<file path="src/rtl/pipeline_ctrl.sv">
// pipeline_ctrl: stall/flush sequencer for the five-stage pipeline.
// Drives latch and PC controls and keeps cycle/stall statistics.
module pipeline_ctrl #(
    parameter int CNT_W = 32
) (
    input  logic             CLK,
    input  logic             RST,
    input  logic             ihit,
    input  logic             dhit,
    input  logic             mem_dREN,
    input  logic             mem_dWEN,
    input  logic             mem_redirect,
    input  logic             mem_halt,
    input  logic             ex_dREN,
    input  logic [4:0]       ex_wreg,
    input  logic [4:0]       id_rs,
    input  logic [4:0]       id_rt,
    output logic             pc_wen,
    output logic             ifid_wen,
    output logic             ifid_flush,
    output logic             idex_wen,
    output logic             idex_flush,
    output logic             exmem_wen,
    output logic             exmem_flush,
    output logic             memwb_wen,
    output logic             memwb_flush,
    output logic             halted,
    output logic [CNT_W-1:0] cyc_cnt,
    output logic [CNT_W-1:0] stall_cnt
);

    typedef enum logic [1:0] {
        RUN     = 2'd0,
        MEMWAIT = 2'd1,
        HALTED  = 2'd2
    } state_t;

    state_t state_q;
    state_t state_d;
    logic   halt_entry_q;
    logic   back_ok;
    logic   front_ok;
    logic   luse;

    localparam logic [CNT_W-1:0] CNT_MAX = '1;

    assign back_ok  = dhit | ~(mem_dREN | mem_dWEN);
    assign front_ok = ihit;
    assign luse     = ex_dREN & (ex_wreg != 5'd0)
                    & ((ex_wreg == id_rs) | (ex_wreg == id_rt));

    // Next state and latch controls from current inputs and state.
    always_comb begin
        state_d     = state_q;
        pc_wen      = 1'b0;
        ifid_wen    = 1'b0;
        ifid_flush  = 1'b0;
        idex_wen    = 1'b0;
        idex_flush  = 1'b0;
        exmem_wen   = 1'b0;
        exmem_flush = 1'b0;
        memwb_wen   = 1'b0;
        memwb_flush = 1'b0;
        if (state_q == HALTED) begin
            // One-shot clear of MEM/WB once the HALT has retired.
            memwb_flush = halt_entry_q;
        end else begin
            if (!back_ok) begin
                state_d = MEMWAIT;
            end else if (mem_halt) begin
                state_d = HALTED;
            end else begin
                state_d = RUN;
            end
            if (!back_ok) begin
                pc_wen = 1'b0;
            end else if (mem_redirect) begin
                pc_wen      = 1'b1;
                memwb_wen   = 1'b1;
                ifid_flush  = 1'b1;
                idex_flush  = 1'b1;
                exmem_flush = 1'b1;
            end else if (!front_ok) begin
                memwb_wen   = 1'b1;
                exmem_flush = 1'b1;
            end else if (luse) begin
                memwb_wen  = 1'b1;
                exmem_wen  = 1'b1;
                idex_flush = 1'b1;
            end else begin
                pc_wen    = 1'b1;
                ifid_wen  = 1'b1;
                idex_wen  = 1'b1;
                exmem_wen = 1'b1;
                memwb_wen = 1'b1;
            end
        end
    end

    // State register and halt-entry marker.
    always_ff @(posedge CLK) begin
        if (RST) begin
            state_q      <= RUN;
            halt_entry_q <= 1'b0;
        end else begin
            state_q      <= state_d;
            halt_entry_q <= (state_q != HALTED) && (state_d == HALTED);
        end
    end

    assign halted = (state_q == HALTED);

    // Saturating statistics, frozen once halted.
    always_ff @(posedge CLK) begin
        if (RST) begin
            cyc_cnt   <= '0;
            stall_cnt <= '0;
        end else if (state_q != HALTED) begin
            if (cyc_cnt != CNT_MAX) begin
                cyc_cnt <= cyc_cnt + 1'b1;
            end
            if (!pc_wen && (stall_cnt != CNT_MAX)) begin
                stall_cnt <= stall_cnt + 1'b1;
            end
        end
    end

endmodule

</file>
<file path="config.mk">
export PLATFORM = sky130hd
export DESIGN_NAME = pipeline_ctrl
export DESIGN_NICKNAME = d
export VERILOG_FILES = /design/src/rtl/pipeline_ctrl.sv
export SDC_FILE = /design/constraint.sdc
export NUM_CORES = 1
export LEC_CHECK = 0
export ABC_AREA = 0
export CAP_MARGIN = 20
export CORE_MARGIN = 2
export CORE_UTILIZATION = 38
export CTS_BUF_LIST = sky130_fd_sc_hd__clkbuf_16
export CTS_CLUSTER_DIAMETER = 30
export DETAILED_ROUTE_END_ITERATION = 7
export GPL_TIMING_DRIVEN = 0
export PLACE_DENSITY = 0.66
export SYNTH_ARGS = -nofsm -noshare
export SYNTH_HDL_FRONTEND = slang
export SYNTH_SLANG_ARGS = --single-unit
</file>
<file path="constraint.sdc">
create_clock -name CLK -period 2.4 [get_ports CLK]
set_clock_uncertainty 0.15 [all_clocks]
set_input_delay 0.48 -clock CLK [delete_from_list [all_inputs] [get_ports CLK]]
set_output_delay 0.48 -clock CLK [all_outputs]
set_load 0.02 [all_outputs]
</file>
Word level (Yosys, flattened, before mapping) --
Cells that the tools add are included.
Storage, ports and cells: register bits 67, latch bits 0, bits in writable memories 0, ROM bits 0, input port bits 24, output and inout bits 74, logic and storage cells 55, memories 0
Cells by class: add/sub/neg operators 2, $mul 0, div/mod/pow operators 0, $lt $le $gt $ge 0, eq/ne operators 7, shifts and indexed selects 0, muxes and demuxes 30, bitwise logic cells 6, reductions and logical operators 6
Operators with widths (number):
- 32-bit by 1-bit adder with 32-bit output, second input constant | 2
- 32-bit != test, second input constant | 2
- 1-bit 2-to-1 mux | 27
- 5-bit == test | 2
- 2-bit 2-to-1 mux | 3
- 5-bit nonzero test | 1
- 2-bit == test, second input constant | 2
- 2-bit AND reduction | 2
- 1-bit bitwise OR | 3
- 1-bit AND | 2
- 1-bit logical AND | 2
- 2-bit != test, second input constant | 1
- 1-bit zero test | 1
- 1-bit NOT | 1

Longest topological paths before layout --
Gate-level depths: netlist of the first run.
depth in word-level cells 11, mapped depth 8, depth with buffers taken out 7

Worst setup path before layout of the first run --
Ideal clock, no wire load.
path kind input-to-output, start input mem_dWEN, end output ifid_wen, data arrival time 1.849 ns, required time 1.770 ns, path slack -0.079 ns, cell stages on the path 6, path buffers 1, cells stage by stage o21bai_1 nand2_1 inv_1 and3_1 and2_1 buf_4
On the way: longest elaborated chain between the ends 5
RTL lines:
- start: declaration | RTL line 11 | input logic mem_dWEN,
- 1-bit bitwise OR | RTL line 47 | assign back_ok = dhit | ~(mem_dREN | mem_dWEN);
- 1-bit NOT | RTL line 47
- 1-bit bitwise OR | RTL line 47
- 1-bit 2-to-1 mux (2 in series)
- end: declaration | RTL line 19 | output logic ifid_wen,
No other way between the ends.

Final worst setup path of the first run --
start input dhit, end output ifid_wen
On the way: longest elaborated chain between the ends 3
RTL lines:
- start: declaration | RTL line 9 | input logic dhit,
- 1-bit bitwise OR | RTL line 47
- 1-bit 2-to-1 mux | RTL line 75 | if (!back_ok) begin
- 1-bit 2-to-1 mux | RTL line 64 | if (state_q == HALTED) begin
No other way between the ends.

==> metrics.json, run 1 <==
{
  "run_status": {
    "status": "finished, violations left",
    "failed_checks": "negative setup slack"
  },
  "layout": {
    "post_route_cells_drive_above_1_share": 0.197,
    "final_design_area_no_fill_um2": 5350,
    "multiInputGateArea_um2": 2260,
    "flow.area_growth_from_synthesis_pct": 49.8,
    "insertedDiodeCount": 0,
    "num-fill-cells": 860,
    "sequential_cell_area_um2": 1350,
    "final_nets": 569
  },
  "global_route": {
    "grt_pass1_wl_mm": 16.0,
    "grt.overflow.total": 0,
    "grt.busiest_layer": "met2",
    "via_count_of_the_first_global_routing_pass": 3301,
    "grt_antenna_before_repair": 0,
    "globalRouteMet3Util": 0.0354,
    "pin_count_of_the_biggest_net_entering_global_routing": 12,
    "use_met1": 0.270,
    "grt_util_all_layers": 0.196,
    "gr-usage-met2": 0.313
  },
  "die": {
    "floorplan.die_area_um2": 10200,
    "dieWidth_um": 101,
    "die_h_um": 101,
    "ioPinCount": 98,
    "starting_density": 0.388,
    "coreArea_um2": 9200,
    "core.rowCount": 35
  },
  "synth": {
    "syn_inst": 421,
    "synth_top_family_by_area": "simple AND/OR/NAND/NOR gates",
    "post_synth_fa_ha_maj_area_fraction": 0.00701,
    "synth.most_common_cell": "dfxtp_1",
    "ys.warnings.count": 0,
    "yosys.area_share.xor_xnor": 0.0834,
    "synth.area.top_cells": "dfxtp_1, nor2_1, xnor2_1",
    "synth_sequential_area_ratio": 0.376,
    "netlist-cell-type-count": 56,
    "syn_avg_cell_area_um2": 8.48,
    "synth-async-reset-ratio": 0,
    "synth_top_flop_cell": "dfxtp_1",
    "synth_nets": 447,
    "synth_edf_count": 0,
    "synth.largest_area_cell": "dfxtp_1",
    "netlist.area_leader.share": 0.376,
    "synth_compound_area_frac": 0.138,
    "ys_seq_elements": 67,
    "post_synth_most_frequent_cells": "dfxtp_1, nor2_1, a21oi_1, nand2_1, xnor2_1",
    "synthesized_area_um2": 3570,
    "synthMuxAreaShare": 0.0312,
    "synth-simple-area-share": 0.318
  },
  "cts": {
    "clock_sink_count": 67,
    "clock_insertion_delay_worst_skew_ps": 330,
    "cts_tree": "done",
    "cts_buffers": 9,
    "ctsHtreeMaxLevel": 3,
    "cts_root_buf": "clkbuf_16",
    "clk_transition_reported_paths_ps": 60,
    "clock_path_buffers": 2
  },
  "critical_path": {
    "critPathMostFrequentCell": "buf_4",
    "cpPeakStageDelay_ps": 400,
    "crit_type": "in -> out",
    "critical_path_arrival_ps": 1800,
    "critical_path.slowest_cell": "clkdlybuf4s50_1",
    "buffers_inverters_on_critical_path": 4,
    "timing.critical_path.required_ps": 1770,
    "path_cells": "clkdlybuf4s50_1 -> o21bai_4 -> nand2_2 -> inv_1 -> and3_4 -> and2_4 -> buf_4 -> buf_4",
    "cp_top_family": "buffers and inverters",
    "setup.worst_path.end_class": "output port",
    "startpoint_type": "input port",
    "r2r_setup_slack_ps": 80,
    "critical_path_peak_fanout": 4
  },
  "sta": {
    "final_max_slew_viol_count": 0,
    "report.final.hold_viol_count": 0,
    "timing.final.crit_period_ps": 2430,
    "final_critical_path_setup_slack_ps": -26.3,
    "timing_worst_slew_pin_value_ps": 552,
    "setup_violation_total_in_the_final_timing_report": 1,
    "rsz0062_at_grt": "true",
    "fin_worst_hold_slack_ps": 349,
    "period_share": 1.01,
    "slew_headroom": 0.632,
    "fmax_ghz": 0.412
  },
  "run": {
    "maxCapViolCount": 0
  },
  "route": {
    "route.antenna.remaining_nets": 0,
    "first_pass_iters": 4,
    "starting_drc_count_in_detailed_routing": 200,
    "via_count": 3642,
    "drc": 0,
    "postRouteWirelength_mm": 10.5,
    "avgRoutedWirePerCell_um": 15.9,
    "post_drt_via_cell_ratio": 5.53
  },
  "power_and_ir_drop": {
    "worst_ir_drop_vdd_v": 0.000414,
    "p_leak_nw": 1.92,
    "power_per_cell_area_nw_per_um2": 521,
    "finalPower_w": 0.00279
  },
  "placement": {
    "post-place-ws_ps": -905,
    "dp.final_hpwl_mm": 7.11,
    "count_of_input_and_output_buffers": 97,
    "finalWeightedCongestion": 0.827,
    "place_area_um2": 4680
  },
  "min_path": {
    "hold_path_class": "reg -> reg"
  }
}
repair_timing:
item / in CTS / in global routing
pin swaps: 5 / 15
endpoints found under the setup margin: 60 / 64
gates resized for setup: 71 / 52
setup buffers: 7 / 7
hold buffers: 0 / 0
gates cloned: 0 / 2
stage by stage:
step                      std cells  TNS [ps]   util
after floorplan                 421         0      -
after global placement          629    -27110  0.509
after detailed placement        629    -28210  0.509
after CTS                       652      -569  0.550
after global routing            659      -851  0.582
final                           659     -26.3  0.582
where the power goes:
group          switching [W]  total (W)  internal [W]
combinational       0.000188   0.000364      0.000177
sequential         0.0000180    0.00114       0.00113
clock               0.000486    0.00128      0.000791
total               0.000691    0.00279       0.00209
layout by cell type (no fill, tap or decap), types with 3 or more instances in the layout:
cell             Yosys  final
clkdlybuf4s50_1      0     71
dfxtp_1             67     60
nor2_1              52     52
a21oi_1             35     33
nand2_1             25     24
xnor2_1             22     22
nand3_1             19     19
buf_4                5     16
nand4_1             15     15
or4_1               16     15
or3_1               15     15
o21ai_0             15     13
o31ai_1             13     13
inv_1               10     12
xor2_1              12     12
clkbuf_16            0     11
nor2b_1              9      9
dlygate4sd2_1        0      9
mux2_2               9      7
dfxtp_2              0      7
clkbuf_1             9      6
buf_6                1      6
buf_2                2      5
and4_1               5      5
dlymetal6s2s_1       0      5
nor3_2               0      4
and3_1               5      4
buf_8                0      3
nor3_4               1      3
clkbuf_8             2      3
nor3_1               9      3
cell families (layout without fill, tap and decap cells):
kind of cell,Yosys count,in the layout
AOI/OAI and AO/OA,79,79
xor gates and xnor gates,34,34
adders and majority gates,2,2
muxes,10,10
buffers and inverters,31,158
DFF,67,67
and+or+nand+nor,198,198
final cells by class:
class                           count  area share
Buffer                             18      0.0274
Clock buffer                        9      0.0421
Clock inverter                      7      0.0115
Inverter                           11     0.00772
Multi-Input combinational cell    323       0.422
Sequential cell                    67       0.252
Tap cell                          111      0.0260
Timing Repair Buffer              113       0.211
worst min-delay path, stage by stage (launching register included):
cell,delay [ps]
dfxtp_1,330
o31ai_1,70
a21oi_1,50
sequential cells by signal (all words and copies together), names as in the netlist:
name / cells
halt_entry_q: 1
stall_cnt: 32
state_q: 2
cyc_cnt: 32
path summary, 6_finish.rpt:
kind         cells past startpoint         start             to
min reg2reg                      2  stall_cnt[9]   stall_cnt[9]
max reg2reg                      6  stall_cnt[1]  stall_cnt[30]
min                              2  stall_cnt[9]   stall_cnt[9]
max                              8          dhit       ifid_wen
metal layers:
| metal | share of wire | vias up |
|---|---|---|
| met5 | 0 | - |
| met4 | 0.015 | 0 |
| met3 | 0.054 | 10 |
| met2 | 0.46 | 132 |
| met1 | 0.47 | 1708 |
| li1 | - | 1792 |
Note: power is estimated with default switching activity, not from simulation.
==> inputs of run 2 (changes only) <==
--- a/config.mk
+++ b/config.mk
@@ -7,13 +7,16 @@
 export LEC_CHECK = 0
 export ABC_AREA = 0
 export CAP_MARGIN = 20
+export CELL_PAD_IN_SITES_DETAIL_PLACEMENT = 0
+export CELL_PAD_IN_SITES_GLOBAL_PLACEMENT = 1
 export CORE_MARGIN = 2
 export CORE_UTILIZATION = 38
 export CTS_BUF_LIST = sky130_fd_sc_hd__clkbuf_16
 export CTS_CLUSTER_DIAMETER = 30
 export DETAILED_ROUTE_END_ITERATION = 7
 export GPL_TIMING_DRIVEN = 0
-export PLACE_DENSITY = 0.66
+export PLACE_DENSITY_LB_ADDON = 0.1
+export SLEW_MARGIN = 40
 export SYNTH_ARGS = -nofsm -noshare
 export SYNTH_HDL_FRONTEND = slang
 export SYNTH_SLANG_ARGS = --single-unit
==> constraint.sdc (replaced) <==
create_clock -name CLK -period 2.98 [get_ports CLK]
set_clock_uncertainty 0.15 [all_clocks]
set_input_delay 0.596 -clock CLK [delete_from_list [all_inputs] [get_ports CLK]]
set_output_delay 0.596 -clock CLK [all_outputs]
set_load 0.02 [all_outputs]
==> metrics.json, run 2 (synthesis results as in run 1) <==
{
  "run_status": {
    "status": "finished clean"
  },
  "die": {
    "starting_density": 0.388,
    "dieWidth_um": 101,
    "die_h_um": 101,
    "core.rowCount": 35,
    "coreArea_um2": 9200,
    "floorplan.die_area_um2": 10200,
    "ioPinCount": 98
  },
  "route": {
    "postRouteWirelength_mm": 9.92,
    "via_count": 3510,
    "starting_drc_count_in_detailed_routing": 144,
    "route.antenna.remaining_nets": 0,
    "first_pass_iters": 5,
    "drc": 0,
    "avgRoutedWirePerCell_um": 15.3,
    "post_drt_via_cell_ratio": 5.43
  },
  "critical_path": {
    "setup.worst_path.end_class": "output port",
    "timing.critical_path.required_ps": 2230,
    "crit_type": "in -> out",
    "critical_path_arrival_ps": 2190,
    "critical_path_peak_fanout": 3,
    "startpoint_type": "input port"
  },
  "sta": {
    "timing_worst_slew_pin_value_ps": 784,
    "rsz0062_at_grt": "true",
    "period_share": 0.987,
    "report.final.hold_viol_count": 0,
    "fmax_ghz": 0.340,
    "final_max_slew_viol_count": 0,
    "setup_violation_total_in_the_final_timing_report": 0,
    "timing.final.crit_period_ps": 2940,
    "slew_headroom": 0.474
  },
  "placement": {
    "dp.final_hpwl_mm": 7.25,
    "finalWeightedCongestion": 0.783,
    "count_of_input_and_output_buffers": 97,
    "place_area_um2": 4680
  },
  "layout": {
    "post_route_cells_drive_above_1_share": 0.103,
    "flow.area_growth_from_synthesis_pct": 39.7,
    "final_design_area_no_fill_um2": 4990,
    "sequential_cell_area_um2": 1340,
    "final_common_cell": "clkdlybuf4s50_1",
    "multiInputGateArea_um2": 2080,
    "insertedDiodeCount": 0,
    "final_nets": 557,
    "biggestRegsByFlops": "cyc_cnt x32, stall_cnt x32, state_q x2",
    "most_used_cells_in_the_layout_excluding_fill_and_tap_cells": "clkdlybuf4s50_1, dfxtp_1, nor2_1",
    "postLayoutCoreUtil": 0.542,
    "num-fill-cells": 888
  },
  "power_and_ir_drop": {
    "internal_w": 0.00165,
    "p_leak_nw": 1.71,
    "share_comb_of_total_power": 0.108,
    "power.share.clock": 0.469,
    "share_seq_of_total_power": 0.424,
    "power.switching_w": 0.000525,
    "worst_ir_drop_vdd_v": 0.000268,
    "finalPower_w": 0.00217,
    "power_per_cell_area_nw_per_um2": 435,
    "swShare": 0.242
  },
  "cts": {
    "cts_buffers": 9,
    "clk_transition_reported_paths_ps": 50,
    "cts.hold.buffers_added": 0,
    "clock_insertion_delay_worst_skew_ps": 330,
    "cts_tree": "done",
    "clock_path_buffers": 2,
    "ctsHtreeMaxLevel": 3,
    "cts_root_buf": "clkbuf_16",
    "clock_sink_count": 67
  },
  "global_route": {
    "grt_util_all_layers": 0.195,
    "via_count_of_the_first_global_routing_pass": 3129,
    "grt_antenna_before_repair": 0,
    "pin_count_of_the_biggest_net_entering_global_routing": 12,
    "grt_pass1_wl_mm": 15.7,
    "grt.overflow.total": 0
  },
  "min_path": {
    "hold_path_class": "reg -> reg"
  },
  "run": {
    "maxCapViolCount": 0
  }
}
==> run 2: final cells by class <==
cell class                 instances  area share
sequential                        67       0.269
buffer                            20      0.0248
tap                              111      0.0279
multi-input combinational        323       0.417
clock buffer                       9      0.0452
timing repair buffer              99       0.196
inverter                          11     0.00828
clock inverter                     7      0.0120
==> run 2: power groups by stage <==
stage	Combinational [W]	Sequential (W)	Clock (W)
final	0.000234	0.000920	0.00102
after global routing	0.000253	0.000921	0.00108
after CTS	0.000237	0.000919	0.00104
after detailed placement	0.000236	0.000939	0
after global placement	0.000233	0.000938	0
after floorplan	0.000116	0.000946	0
==> run 2: metrics by stage <==
stage / hold slack (ps) / setup WS [ps] / std cells / setup TNS [ps]
after floorplan: 410 / 269 / 421 / 0
after global placement: 333 / -537 / 629 / -3250
after detailed placement: 349 / -540 / 629 / -3560
after CTS: 356 / 10.4 / 647 / 0
after global routing: 366 / -74.8 / 647 / -206
final: 354 / 40.1 / 647 / 0
==> run 2: metal layers <==
layer	share of wire	global-route usage	wire, µm	vias up
li1	-	-	-	1764
met3	0.069	0.0444	684	6
met1	0.49	0.282	4870	1636
met5	0	0	0	-
met2	0.43	0.292	4270	104
met4	0.0098	0.0561	97	0
==> run 2: final timing paths <==
kind                 start            end  slack [ps]  cells past startpoint
max reg2reg  stall_cnt[20]  stall_cnt[13]         440                      7
min reg2reg  stall_cnt[22]  stall_cnt[22]         350                      2
min          stall_cnt[22]  stall_cnt[22]         350                      2
max             ex_wreg[1]       ifid_wen          40                      7
==> run 2: timing repair <==
action                     in CTS  in global routing
setup buffers                   2                  0
resized for setup              15                  3
pin swaps                       2                  0
setup endpoints to repair       8                  5
==> run 2: critical path, cell delays in order <==
cell	delay, ps
dlygate4sd2_1	270
or4_1	520
o21a_1	240
nand2_1	90
and2_1	140
buf_4	100
clkdlybuf4s15_2	240
==> inputs of run 3 (changes only) <==
--- a/config.mk
+++ b/config.mk
@@ -16,6 +16,8 @@
 export DETAILED_ROUTE_END_ITERATION = 7
 export GPL_TIMING_DRIVEN = 0
 export PLACE_DENSITY_LB_ADDON = 0.1
+export RECOVER_POWER = 50
+export SKIP_CTS_REPAIR_TIMING = 1
 export SLEW_MARGIN = 40
 export SYNTH_ARGS = -nofsm -noshare
 export SYNTH_HDL_FRONTEND = slang
==> metrics.json, run 3 (synthesis results as in run 1) <==
{
  "run_status": {
    "status": "finished clean"
  },
  "critical_path": {
    "crit_type": "in -> out",
    "path_cells": "clkdlybuf4s50_1 -> o21bai_4 -> nand2_2 -> nor2_1 -> clkdlybuf4s50_1",
    "critPathMostFrequentCell": "clkdlybuf4s50_1",
    "cpPeakStageDelay_ps": 610,
    "timing.critical_path.required_ps": 2230,
    "worst_r2r_startpoint": "stall_cnt[20]",
    "critical_path_arrival_ps": 2100,
    "r2r_cells": 6,
    "critical_path.slowest_cell": "clkdlybuf4s50_1",
    "r2r_setup_slack_ps": 440,
    "buffers_inverters_on_critical_path": 2,
    "worstReg2RegEnd": "stall_cnt[15]",
    "setup.worst_path.end_class": "output port",
    "critical_path_peak_fanout": 6,
    "startpoint_type": "input port",
    "cp_top_family": "buffers and inverters"
  },
  "route": {
    "postRouteWirelength_mm": 9.95,
    "starting_drc_count_in_detailed_routing": 125,
    "post_drt_via_cell_ratio": 5.48,
    "drc": 0,
    "first_pass_iters": 4,
    "route.antenna.remaining_nets": 0,
    "avgRoutedWirePerCell_um": 15.4,
    "via_count": 3543
  },
  "layout": {
    "num-fill-cells": 877,
    "most_used_cells_in_the_layout_excluding_fill_and_tap_cells": "dfxtp_1, dlygate4sd3_1, nor2_1",
    "post_route_cells_drive_above_1_share": 0.0953,
    "flow.area_growth_from_synthesis_pct": 39.6,
    "postLayoutCoreUtil": 0.542,
    "stdcell_count": 646,
    "insertedDiodeCount": 0,
    "final_nets": 556,
    "biggestRegsByFlops": "cyc_cnt x32, stall_cnt x32, state_q x2",
    "final_common_cell": "dfxtp_1"
  },
  "sta": {
    "fin_setup_tns_ps": 0,
    "slew_headroom": 0.472,
    "period_share": 0.955,
    "final_max_slew_viol_count": 0,
    "rsz0062_at_grt": "false",
    "fin_worst_hold_slack_ps": 349,
    "report.final.hold_viol_count": 0,
    "setup_violation_total_in_the_final_timing_report": 0,
    "fmax_ghz": 0.352,
    "timing_worst_slew_pin_value_ps": 786,
    "timing.final.crit_period_ps": 2840
  },
  "global_route": {
    "via_count_of_the_first_global_routing_pass": 3112,
    "grt_util_all_layers": 0.195,
    "pin_count_of_the_biggest_net_entering_global_routing": 12,
    "grt.overflow.total": 0,
    "grt_antenna_before_repair": 0,
    "grt_pass1_wl_mm": 15.7
  },
  "die": {
    "dieWidth_um": 101,
    "floorplan.die_area_um2": 10200,
    "starting_density": 0.388,
    "coreArea_um2": 9200,
    "ioPinCount": 98,
    "die_h_um": 101,
    "core.rowCount": 35
  },
  "cts": {
    "clk_transition_reported_paths_ps": 50,
    "ctsHtreeMaxLevel": 3,
    "cts_root_buf": "clkbuf_16",
    "cts_buffers": 9,
    "cts_tree": "done",
    "clock_insertion_delay_worst_skew_ps": 330,
    "clock_path_buffers": 2,
    "clock_sink_count": 67
  },
  "placement": {
    "place.detailed.instances": 629,
    "dp.final_hpwl_mm": 7.25,
    "count_of_input_and_output_buffers": 97,
    "finalWeightedCongestion": 0.783
  },
  "min_path": {
    "hold-path-endpoint": "stall_cnt[22]",
    "hold_path_class": "reg -> reg",
    "hold_start": "stall_cnt[22]",
    "number_of_stages_on_the_worst_hold_path": 2
  },
  "power_and_ir_drop": {
    "power_per_cell_area_nw_per_um2": 437,
    "p_leak_nw": 1.97,
    "worst_ir_drop_vdd_v": 0.000268
  },
  "run": {
    "maxCapViolCount": 0
  }
}
-- run 3: cell count changes in the layout (fill, tap and decap cells not counted), sizes merged --
cell	previous run	this run
clkdlybuf4s15	1	0
buf	11	9
dlymetal6s2s	2	9
clkbuf	21	23
dlygate4sd2	7	0
clkdlybuf4s50	86	22
dlygate4sd3	0	64
-- run 3: per-stage QoR --
stage | instance area [µm²] | setup WS, ps | total power (W)
global route | 4980 | 12.9 | 0.00225
CTS | 4960 | -543 | 0.00220
detailed placement | 4680 | -540 | 0.00117
floorplan | 3570 | 269 | 0.00106
finish | 4980 | 135 | 0.00217
global placement | 4680 | -537 | 0.00117
-- run 3: final cells by class --
| class | count | area [µm²] | share of cell area |
|---|---|---|---|
| inverters | 11 | 41.3 | 0.00829 |
| repair buffers | 98 | 993 | 0.199 |
| clock inverters | 7 | 60.1 | 0.0121 |
| clock buffers | 9 | 225 | 0.0452 |
| plain buffers | 20 | 103 | 0.0206 |
| well taps | 111 | 139 | 0.0279 |
| flip-flops and latches | 67 | 1340 | 0.269 |
| multi-input cells | 323 | 2080 | 0.417 |
-- run 3: worst max-delay path by stage --
| stage | endpoint | cells after the start | startpoint |
|---|---|---|---|
| global placement | ifid_wen | 7 | ex_wreg[2] |
| global route | ifid_flush | 5 | mem_dWEN |
| floorplan | ifid_wen | 6 | mem_dWEN |
| detailed placement | ifid_wen | 7 | ex_wreg[1] |
| CTS | ifid_wen | 7 | ex_wreg[1] |
| finish | ifid_flush | 5 | mem_dWEN |
-- run 3: metal layers --
layer / up-vias / track usage / wire [µm]
li1: 1760 / - / -
met1: 1659 / 0.282 / 4790
met2: 119 / 0.289 / 4330
met3: 5 / 0.0444 / 757
met4: 0 / 0.0561 / 70
met5: - / 0 / 0
-- run 3: worst register-to-register path, cell delays in order (launching register included) --
cell	delay, ps
dfxtp_1	420
nand4_1	250
nor3_1	720
and2_1	240
clkbuf_1	360
or4_1	190
a21oi_1	70
-- run 3: where the power goes --
| group | total, W | internal, W | switching [W] |
|---|---|---|---|
| clock network | 0.00102 | 0.000636 | 0.000387 |
| logic | 0.000232 | 0.000100 | 0.000132 |
| registers | 0.000919 | 0.000907 | 0.0000120 |
==> patch, RTL diff (flow settings as in run 3) <==
Register the output `cyc_cnt` once more, cleared by the reset; this adds one clock of latency there. The other outputs are not delayed to match.
--- a/src/rtl/pipeline_ctrl.sv
+++ b/src/rtl/pipeline_ctrl.sv
@@ -34,6 +34,8 @@
         MEMWAIT = 2'd1,
         HALTED  = 2'd2
     } state_t;
+
+    logic [CNT_W-1:0] cyc_cnt_s0;
 
     state_t state_q;
     state_t state_d;
@@ -113,11 +115,11 @@
     // Saturating statistics, frozen once halted.
     always_ff @(posedge CLK) begin
         if (RST) begin
-            cyc_cnt   <= '0;
+            cyc_cnt_s0 <= '0;
             stall_cnt <= '0;
         end else if (state_q != HALTED) begin
-            if (cyc_cnt != CNT_MAX) begin
-                cyc_cnt <= cyc_cnt + 1'b1;
+            if (cyc_cnt_s0 != CNT_MAX) begin
+                cyc_cnt_s0 <= cyc_cnt_s0 + 1'b1;
             end
             if (!pc_wen && (stall_cnt != CNT_MAX)) begin
                 stall_cnt <= stall_cnt + 1'b1;
@@ -125,5 +127,13 @@
         end
     end
 
+    always_ff @(posedge CLK) begin
+        if (RST) begin
+            cyc_cnt <= '0;
+        end else begin
+            cyc_cnt <= cyc_cnt_s0;
+        end
+    end
+
 endmodule
 
Formal check against the unedited RTL: not equivalent (Yosys sat finds a counterexample within 4 cycles, from zero or initial values and one cycle with RST high).
==> patch against run 3 <==
  * Power is 34% higher
  * Sequential power is 47% higher
  * Final area is 21% higher
  * Non-clock buffer count stayed put
  * Setup slack worse by 0.033 ns
  * Synthesized area is 26% higher
  * Largest power group is now registers
  * Sequential cell count is 32 higher
  * Utilization is 1.7 points lower
  * Routed wire length is 20% higher
  * Die area is 24% higher
==> patch: results (changes against run 3) <==
| Metric | Value |
|---|---|
| Cell Count, Final, Fillers Out | `765 (was 646)` |
| DRT iter0 DRCs | `163 (was 125)` |
| Nets | `643 (was 556)` |
| CTS clk-pin slew, worst paths | `0.07 ns (was 0.05 ns)` |
| VDD IR-drop max | `364.5 uV (was 267.9 uV)` |
| Critical path endpoint | `idex_flush (was ifid_flush)` |
| FF-to-FF Start | `stall_cnt[0] (was stall_cnt[20])` |
| Syn_nets | `535 (was 447)` |
| Pin count of the biggest net entering global routing | `17 (was 12)` |
| Pleak | `2.315 nW (was 1.973 nW)` |
| Max Fclk | `347.5 MHz (was 351.5 MHz)` |
| # fillers | `1,089 (was 877)` |
| Sw Pwr | `0.0006658 W (was 0.0005309 W)` |
| Status | `complete, no violations (unchanged)` |
| Syn Area/Cell | `8.803 um^2 (was 8.479 um^2)` |
| Vias | `4,095 (was 3,543)` |
| Power share of the combinational group | `0.081 (was 0.107)` |
| Number of global-route vias before repair | `3,905 (was 3,112)` |
| Regs by FF count | `cyc_cnt: 32 flops, cyc_cnt_s0: 32 flops, stall_cnt: 32 flops (was cyc_cnt: 32 flops, stall_cnt: 32 flops, state_q: 2 flops)` |
| Yosys cell types | `48 (was 56)` |
| Most frequent cells after synthesis | `dfxtp_1 (99), nor2_1 (46), nand2_1 (39) (was dfxtp_1 (67), nor2_1 (52), a21oi_1 (35))` |
| Placed cells | `749 (was 629)` |
| Area growth syn-to-layout | `34.43% (was 39.57%)` |
| Hold path startpoint | `cyc_cnt_s0[21] (was stall_cnt[22])` |
| Post-DP Area | `5637 um^2 (was 4679 um^2)` |
| Tot GR Track Use | `0.1933 (was 0.1949)` |
| Worst-case clock buffer depth | `2 (unchanged)` |
| Root Driver | `clkbuf_16 (unchanged)` |
| Hold_ws | `0.3483 ns (was 0.3491 ns)` |
| Worst EP arrival | `2.13 ns (was 2.10 ns)` |
| Global-route wire length before repair | `19,730 um (was 15,680 um)` |
| Path depth of the worst reg2reg path | `7 (was 6)` |
| Layout cells sized above 1 | `0.07556 (was 0.09533)` |
| DRT Pass-1 Iters | `6 (was 4)` |
| Post-placement worst setup slack | `-0.6919 ns (was -0.5396 ns)` |
| CP Launch Point | `id_rt[2] (was mem_dWEN)` |
| Seq/Total Area, Yosys | `0.4423 (was 0.3757)` |
## patch: routing by layer
layer,vias up,global-route usage,part of all wire
li1,2054,-,-
met1,1945,0.2461,0.45
met2,87,0.3297,0.51
met3,9,0.03348,0.034
met4,0,0.06829,0.012
met5,-,0,0
## patch: how the worst min path moves through the flow
stage               cells past startpoint           to
finish                                  1  cyc_cnt[21]
global route                            1  cyc_cnt[21]
CTS                                     1  cyc_cnt[21]
detailed placement                      1  cyc_cnt[21]
global placement                        1  cyc_cnt[21]
floorplan                               1  cyc_cnt[28]
## patch: cell families after synthesis
| group | synth area share |
|---|---|
| AO/OA/AOI/OAI | 0.1167 |
| XOR/XNOR | 0.06255 |
| AND/OR/NAND/NOR | 0.3183 |
| multiplexers | 0.02011 |
| buffers and inverters | 0.03435 |
| adder cells (fa/ha/maj) | 0.005584 |
| flip-flops | 0.4423 |
## patch: layout make-up
class,count,share of cell area
sequential,99,0.3290
timing repair buffer,97,0.1637
buffer,21,0.01724
clock inverter,7,0.01911
clock buffer,9,0.03739
tap,143,0.02971
multi-input combinational,374,0.3945
inverter,15,0.009348
## patch: power groups by stage
stage          registers [W]  logic, W  clock network, W
2_1_floorplan        0.00138  0.000116                 0
3_3_place_gp         0.00138  0.000234                 0
3_5_place_dp         0.00138  0.000235                 0
4_1_cts              0.00135  0.000238           0.00136
5_1_grt              0.00135  0.000258           0.00142
6_report             0.00135  0.000237           0.00133
## patch: critical path, cell delays in order
cell and delay, ns:
clkdlybuf4s50_1 0.42, xor2_1 0.15, nor3_1 0.29, a22oi_2 0.19
o31ai_1 0.23, dlymetal6s2s_1 0.26
